`config.mk`:
```
export PLATFORM = sky130hd
export DESIGN_NAME = fp_d_operand_assembler
export DESIGN_NICKNAME = d
export VERILOG_FILES = /design/src/rtl/fp_d_operand_assembler.sv
export SDC_FILE = /design/constraint.sdc
export NUM_CORES = 1
export LEC_CHECK = 0
export ABC_AREA = 1
export BUFFER_PORTS_ARGS = -buffer_cell sky130_fd_sc_hd__buf_4
export CAP_MARGIN = 20
export CORE_ASPECT_RATIO = 1.1
export CORE_MARGIN = 4
export CORE_UTILIZATION = 45
export CTS_BUF_LIST = sky130_fd_sc_hd__clkbuf_2 sky130_fd_sc_hd__clkbuf_4 sky130_fd_sc_hd__clkbuf_8
export DETAILED_ROUTE_END_ITERATION = 7
export HOLD_SLACK_MARGIN = 0.12
export PLACE_DENSITY = 0.72
export SLEW_MARGIN = 40
export SYNTH_ARGS = -nofsm -noshare
export SYNTH_HDL_FRONTEND = slang
export SYNTH_SLANG_ARGS = --single-unit
```
`constraint.sdc`:
```
create_clock -name clk -period 1.5 [get_ports clk]
set_input_delay 0.075 -clock clk [delete_from_list [all_inputs] [get_ports clk]]
set_output_delay 0.075 -clock clk [all_outputs]
set_load 0.02 [all_outputs]
```
`src/rtl/fp_d_operand_assembler.sv`:
```
// ---------------------------------------------------------------------------
// fp_d_operand_assembler
//   Front end of the double-precision sign-injection unit on the 32-bit
//   datapath. Gathers two 64-bit operands as four BEAT_W-wide beats
//   (a lo, a hi, b lo, b hi) over a valid/ready bus and presents them, along
//   with the sign-injection op captured on the first beat, as a single
//   a/b/op transaction held until the downstream stage accepts it.
//
// Ports
//   clk        rising-edge clock
//   rst_n      asynchronous active-low reset
//   flush      synchronous abort of any partial or pending transaction
//   in_valid   beat present on in_data/in_op
//   in_ready   block can accept a beat (all collect states)
//   in_data    beat payload
//   in_op      sign-injection op, sampled on the a-low beat only
//   out_valid  assembled transaction available
//   out_ready  downstream accepts the transaction
//   out_a      operand a
//   out_b      operand b (sign source)
//   out_op     op captured with the first beat
//   busy       partial or pending transaction in flight
// ---------------------------------------------------------------------------
module fp_d_operand_assembler #(
  parameter int unsigned BEAT_W = 32,
  parameter int unsigned OP_W   = 2
) (
  input  logic                clk,
  input  logic                rst_n,
  input  logic                flush,
  input  logic                in_valid,
  output logic                in_ready,
  input  logic [BEAT_W-1:0]   in_data,
  input  logic [OP_W-1:0]     in_op,
  output logic                out_valid,
  input  logic                out_ready,
  output logic [2*BEAT_W-1:0] out_a,
  output logic [2*BEAT_W-1:0] out_b,
  output logic [OP_W-1:0]     out_op,
  output logic                busy
);

  typedef enum logic [2:0] {
    S_A_LO,
    S_A_HI,
    S_B_LO,
    S_B_HI,
    S_OUT
  } state_t;

  state_t state;
  state_t state_nx;
  logic   beat;

  assign beat = in_valid & in_ready;

  always_ff @(posedge clk or negedge rst_n) begin
    if (!rst_n) begin
      state <= S_A_LO;
    end else begin
      state <= state_nx;
    end
  end

  // in_ready is a pure decode of state so there is no combinational path
  // from in_valid back to in_ready.
  always_comb begin
    state_nx  = state;
    in_ready  = 1'b1;
    out_valid = 1'b0;
    busy      = 1'b1;
    unique case (state)
      S_A_LO: begin
        busy = 1'b0;
        if (beat) state_nx = S_A_HI;
      end
      S_A_HI: if (beat) state_nx = S_B_LO;
      S_B_LO: if (beat) state_nx = S_B_HI;
      S_B_HI: if (beat) state_nx = S_OUT;
      S_OUT: begin
        in_ready  = 1'b0;
        out_valid = 1'b1;
        if (out_ready) state_nx = S_A_LO;
      end
      default: state_nx = S_A_LO;
    endcase
    // Flush wins over beats and out_ready; a beat offered in the same cycle
    // still handshakes but is dropped.
    if (flush) state_nx = S_A_LO;
  end

  // Output registers double as the capture buffer; they only move on an
  // accepted, non-flushed beat and are left intact after handoff.
  always_ff @(posedge clk or negedge rst_n) begin
    if (!rst_n) begin
      out_a  <= '0;
      out_b  <= '0;
      out_op <= '0;
    end else if (beat && !flush) begin
      unique case (state)
        S_A_LO: begin
          out_a[BEAT_W-1:0] <= in_data;
          out_op            <= in_op;
        end
        S_A_HI:  out_a[2*BEAT_W-1:BEAT_W] <= in_data;
        S_B_LO:  out_b[BEAT_W-1:0]        <= in_data;
        S_B_HI:  out_b[2*BEAT_W-1:BEAT_W] <= in_data;
        default: ;
      endcase
    end
  end

endmodule
```
### After elaboration in Yosys (flattened, before gate mapping)

Cells that the tools add are included.

| word-level totals | value |
|---|---|
| input port bits | 39 |
| output and inout port bits | 133 |
| bits in registers | 133 |

| operators by class | value |
|---|---|
| muxes and demuxes | 10 |
| bitwise logic cells | 1 |
| equality and inequality tests | 9 |
| reduce and logical (&&, ||, !) cells | 8 |

Operators by type and width:

| operator | count |
|---|---|
| 2-to-1 mux 3 bit | 6 |
| != test 3 bit, second input constant | 5 |
| one-hot mux 3 bit (5 select lines) | 1 |
| AND reduction 2 bit | 4 |
| equality test 3 x 2 -> 1 bit, second input constant | 2 |
| AND reduction 5 bit | 1 |
| equality test 3 x 1 -> 1 bit, second input constant | 1 |
| equality test 3 bit, second input constant | 1 |
| zero test 3 bit | 1 |
| 2-to-1 mux 1 bit | 3 |
| AND 1 bit | 1 |
| logical AND 1 bit | 1 |
| zero test 1 bit | 1 |

### Logic depth before layout (Yosys ltp)

| depth | value |
|---|---|
| depth after elaboration | 6 |
| depth in mapped cells | 8 |
| gate-level depth less buffers | 7 |

### Worst setup path before layout

Ideal clock, no wire load.

| timing path | value |
|---|---|
| kind | register to register |
| start | reg state[0] |
| end | reg state[1] |
| library setup time | 65 ps |
| period minus slack after synthesis | 1386 ps |
| path buffers | 0 |
| stages on the path, launching flop included | 8 |
| setup slack | 114 ps |
| required time | 1435 ps |
| data arrival time | 1321 ps |
| cells stage by stage | dfrtp_1 nor2_4 nand2_1 inv_1 nand2_1 nand2_1 nand2_1 nand2_1 |

| between the ends | value |
|---|---|
| cells in the longest elaborated chain, start to end | 5 |
| elaborated cells on any way between the ends | 15 |
| those cells by class | 9 x eq/ne; 3 x mux; 1 x bitwise; 2 x reduce/logical |

RTL lines:

| item | line | RTL |
|---|---|---|
| start, declared | 51 | `state_t state;` |
| start signal, assigned | 61 | `state <= state_nx;` |
| equality test 3 bit (*) | 72 | `unique case (state)` |
| 2-to-1 mux 1 bit (*) | 72 |  |
| via in_ready | 32 | `output logic in_ready,` |
| AND 1 bit (*) | 55 | `assign beat = in_valid & in_ready;` |
| != test 3 bit (no source line) | -- |  |
| AND reduction 5 bit (no source line) (*) | -- |  |

The timed path passes the listed nets; every way through them passes the cells marked *.
A chain may end at the register's enable or synchronous reset.

### Worst setup path after layout

| timing path | value |
|---|---|
| start | reg state[1] |
| end | reg out_a[24] |

| between the ends | value |
|---|---|
| cells in the longest elaborated chain, start to end | 5 |
| elaborated cells on any way between the ends | 6 |
| those cells by class | 1 x eq/ne; 1 x mux; 1 x bitwise; 3 x reduce/logical |

RTL lines:

| item | line | RTL |
|---|---|---|
| equality test 3 bit | 72 |  |
| 2-to-1 mux 1 bit | 72 |  |
| AND 1 bit | 55 |  |
| logical AND 1 bit | 99 | `end else if (beat && !flush) begin` |
| AND reduction 2 bit (no source line) (*) | -- |  |
| end signal, assigned by index | 102 | `out_a[BEAT_W-1:0] <= in_data;` |
| end signal, assigned by index | 105 | `S_A_HI: out_a[2*BEAT_W-1:BEAT_W] <= in_data;` |
| end, declared | 37 | `output logic [2*BEAT_W-1:0] out_a,` |

Mark *: on every way between the ends. The rest lies on a longest branch, timed or not.

==> results.txt <==
Tightest Pin Transition - 0.384 ns
final setup TNS - 0 ns
num ports - 172
final count of negative-setup-slack endpoints - 0
hpwl dp - 10,200 um
most used flip-flop cell after synthesis - dfrtp_1
TritonCTS buffer count - 17
Setup CP Type - flop to flop
DIE WIDTH - 111 um
leakage power of the design - 4.15 nW
number of warnings reported in the yosys synthesis log - 0
Most common cell on crit path - buf_4
top cells by area in the synthesized netlist - dfrtp_1 (63%), nand2_1 (15%), o21ai_0 (4.9%)
critical register-to-register path startpoint - state[1]
fin crit share - 0.966
Achievable Freq - 690 MHz
FFs w/ async S/R, synth - 1.00
status - finished clean
synthesized instance count - 560
slack of the worst reg-to-reg path - 0.05 ns
cell at the root of the clock tree - clkbuf_8
final-stage net count - 811
Max Buffers Root-to-Sink - 2
top cell type's share of synthesized area - 0.632
stage delay of the slowest cell on the critical path - 0.45 ns
top cell type by total area after synthesis - dfrtp_1
number of rows created at floorplan - 41
multi-input combinational cell area - 0.00160 mm^2
vias in the first global route - 4,857
Reg2Reg Capture Point - out_a[24]
library cells used by synthesis - 22
setup repair after global routing missed its margin - false
ordered cell list for the critical path - nor2_4 -> buf_4 -> nand4_2 -> buf_4 -> nand2_1 -> o21ai_0
Setup WS pre-CTS - 0.0635 ns
maximum fanout count along the critical path - 32
worst reg-to-reg path cell count - 6
initial cell density of the core - 0.460
leading cell type in the layout, fill and taps excluded - nand2_1
Fill cells - 911
Die H - 121 um
path type of the worst min-delay path - input pin to async pin
delay-heaviest family, CP - flip-flops
launching element of the worst setup path - state[1]
crit path launch type - flop
met2 wire length - 7600 um
number of hold violations in the final report - 0
Final GP Congestion - 0.831
maximum number of pins on one net before global-route repair - 70
per-cell via count in the routed design - 5.08
Clock Pin Slew Worst Setup and Hold Paths - 0.08 ns
Routed Wire Length - 15,100 um
overall die area - 0.0135 mm^2
area of the core region - 0.0114 mm^2
Slowest-stage cell, CP - dfrtp_2
critical path capture point type - flop
number of input and output port buffers inserted - 171
worst clock skew - 0.00967 ns
post-synthesis cell area - 0.00526 mm^2
total gr overflow - 0
number of antenna violations at the first check in global routing - 0
sequential-to-total area share from yosys stat - 0.632
Num Clock Sinks - 133
CP Data Required Time - 1.80 ns
share of cells above drive strength 1 - 0.307
Met1 Wirelength - 6060 um
highest routed metal layer - met4
ant diodes - 0
syn avg cell area - 9.40 um^2
Layout Area Growth over Synthesis - 46.2%
H-Tree Depth - 4
arrival time of data at the critical path endpoint - 1.75 ns
global-route usage over all layers - 0.226
clock tree from TritonCTS - done
area taken by flip-flops and latches - 0.00333 mm^2
per-cell routed wire length - 16.2 um
maximum capacitance violations - 0
vias - 4,753
Critical path buffers and inverters - 2
remaining max-slew budget at the tightest pin - 0.744
Mapped Nets - 599
number of pins exceeding their max-slew limit in the final report - 0
clock latency at the later pin of the worst-skew pair - 0.42 ns
number of flops mapped to enable cells by yosys - 0
wire length of the first global-routing pass - 24,500 um
flops & latches, synth - 133
Pwr per Cell Area - 1930 mW/mm^2
Max IR drop VDD - 1.08 mV
WL met3 - 1170 um
DRC violation count after routing - 0
Final WS setup - 0.0517 ns
post-route ant nets - 0
most frequent cells in the layout - nand2_1 (205), buf_4 (178), dfrtp_1 (130)
number of search-and-repair iterations in the first detailed-routing pass - 5
clock period minus final worst setup slack - 1.45 ns
Starting DRT DRC Count - 284
## metal layers
layer  vias to the layer above  GRT usage
li1                       2235          -
met1                      2314      0.276
met2                       180      0.378
met3                        24     0.0788
met4                         0     0.0745
met5                         -          0
## worst max-delay path by stage
stage,slack [ns],endpoint,cells after the start
after floorplan,0.11,state[1],7
after global placement,0.12,out_b[11],7
after detailed placement,0.06,out_a[33],7
after CTS,0.03,out_valid,4
after global routing,0.003,out_valid,4
final,0.05,out_a[24],6
## area by class of cell
| cell class | count | area share |
|---|---|---|
| Multi-Input combinational cell | 350 | 0.207 |
| Sequential cell | 133 | 0.433 |
| Inverter | 41 | 0.0200 |
| Clock inverter | 8 | 0.0221 |
| Clock buffer | 24 | 0.0397 |
| Tap cell | 150 | 0.0244 |
| Timing Repair Buffer | 229 | 0.253 |
## cells in the mapped netlist (2+ instances only)
library cell and count:
inv_1 35, dfrtp_1 133, nand4_2 2, inv_2 5
nand3_1 34, nor2_4 2, nand2_1 207, buf_4 10
buf_2 17, nor2_1 2, nand4_1 32, o21ai_1 14
buf_1 3, o21ai_0 52, clkbuf_1 5
## through the flow
stage	hold slack [ns]	utilization	power [W]	cells	area, um^2
6_report	0.212	0.673	0.0148	935	7700
4_1_cts	0.204	0.668	0.0149	933	7640
5_1_grt	0.237	0.673	0.0157	935	7700
2_1_floorplan	-0.221	-	0.00839	560	5260
3_5_place_dp	0.122	0.592	0.0113	862	6770
3_3_place_gp	0.118	0.592	0.0111	862	6770
## logic make-up (layout without fill, tap and decap cells)
family                 count (synthesis)  count (layout)  share of synthesized area
AOI/OAI and AO/OA                     67              67                     0.0644
buffers and inverters                 77             302                     0.0675
and+or+nand+nor                      283             283                      0.236
DFF                                  133             133                      0.632
## what timing repair did
item	in CTS	in global routing
endpoints found under the setup margin	2	79
buffers inserted	1	2
hold buffers	38	0
resized for setup	3	9
pin swaps	1	0
endpoints found under the hold margin	266	0
## power breakdown
| group | leakage (nW) | internal, W | switching, W | total [W] |
|---|---|---|---|---|
| combinational | 2.23 | 0.00236 | 0.00328 | 0.00563 |
| clock | 0.237 | 0.00219 | 0.00132 | 0.00350 |
| sequential | 1.68 | 0.00488 | 0.000828 | 0.00571 |
| total | 4.15 | 0.00943 | 0.00542 | 0.0148 |
## worst min-delay path, cell delays in order
cell and delay, ns:
dlygate4sd3_1 0.53, buf_4 0.14, buf_12 0.29
## flip-flops by register name (all words and copies together), names as in the netlist
signal,cells
out_op,2
state,3
out_a,64
out_b,64
No activity file was read; power rests on OpenSTA's default activity.
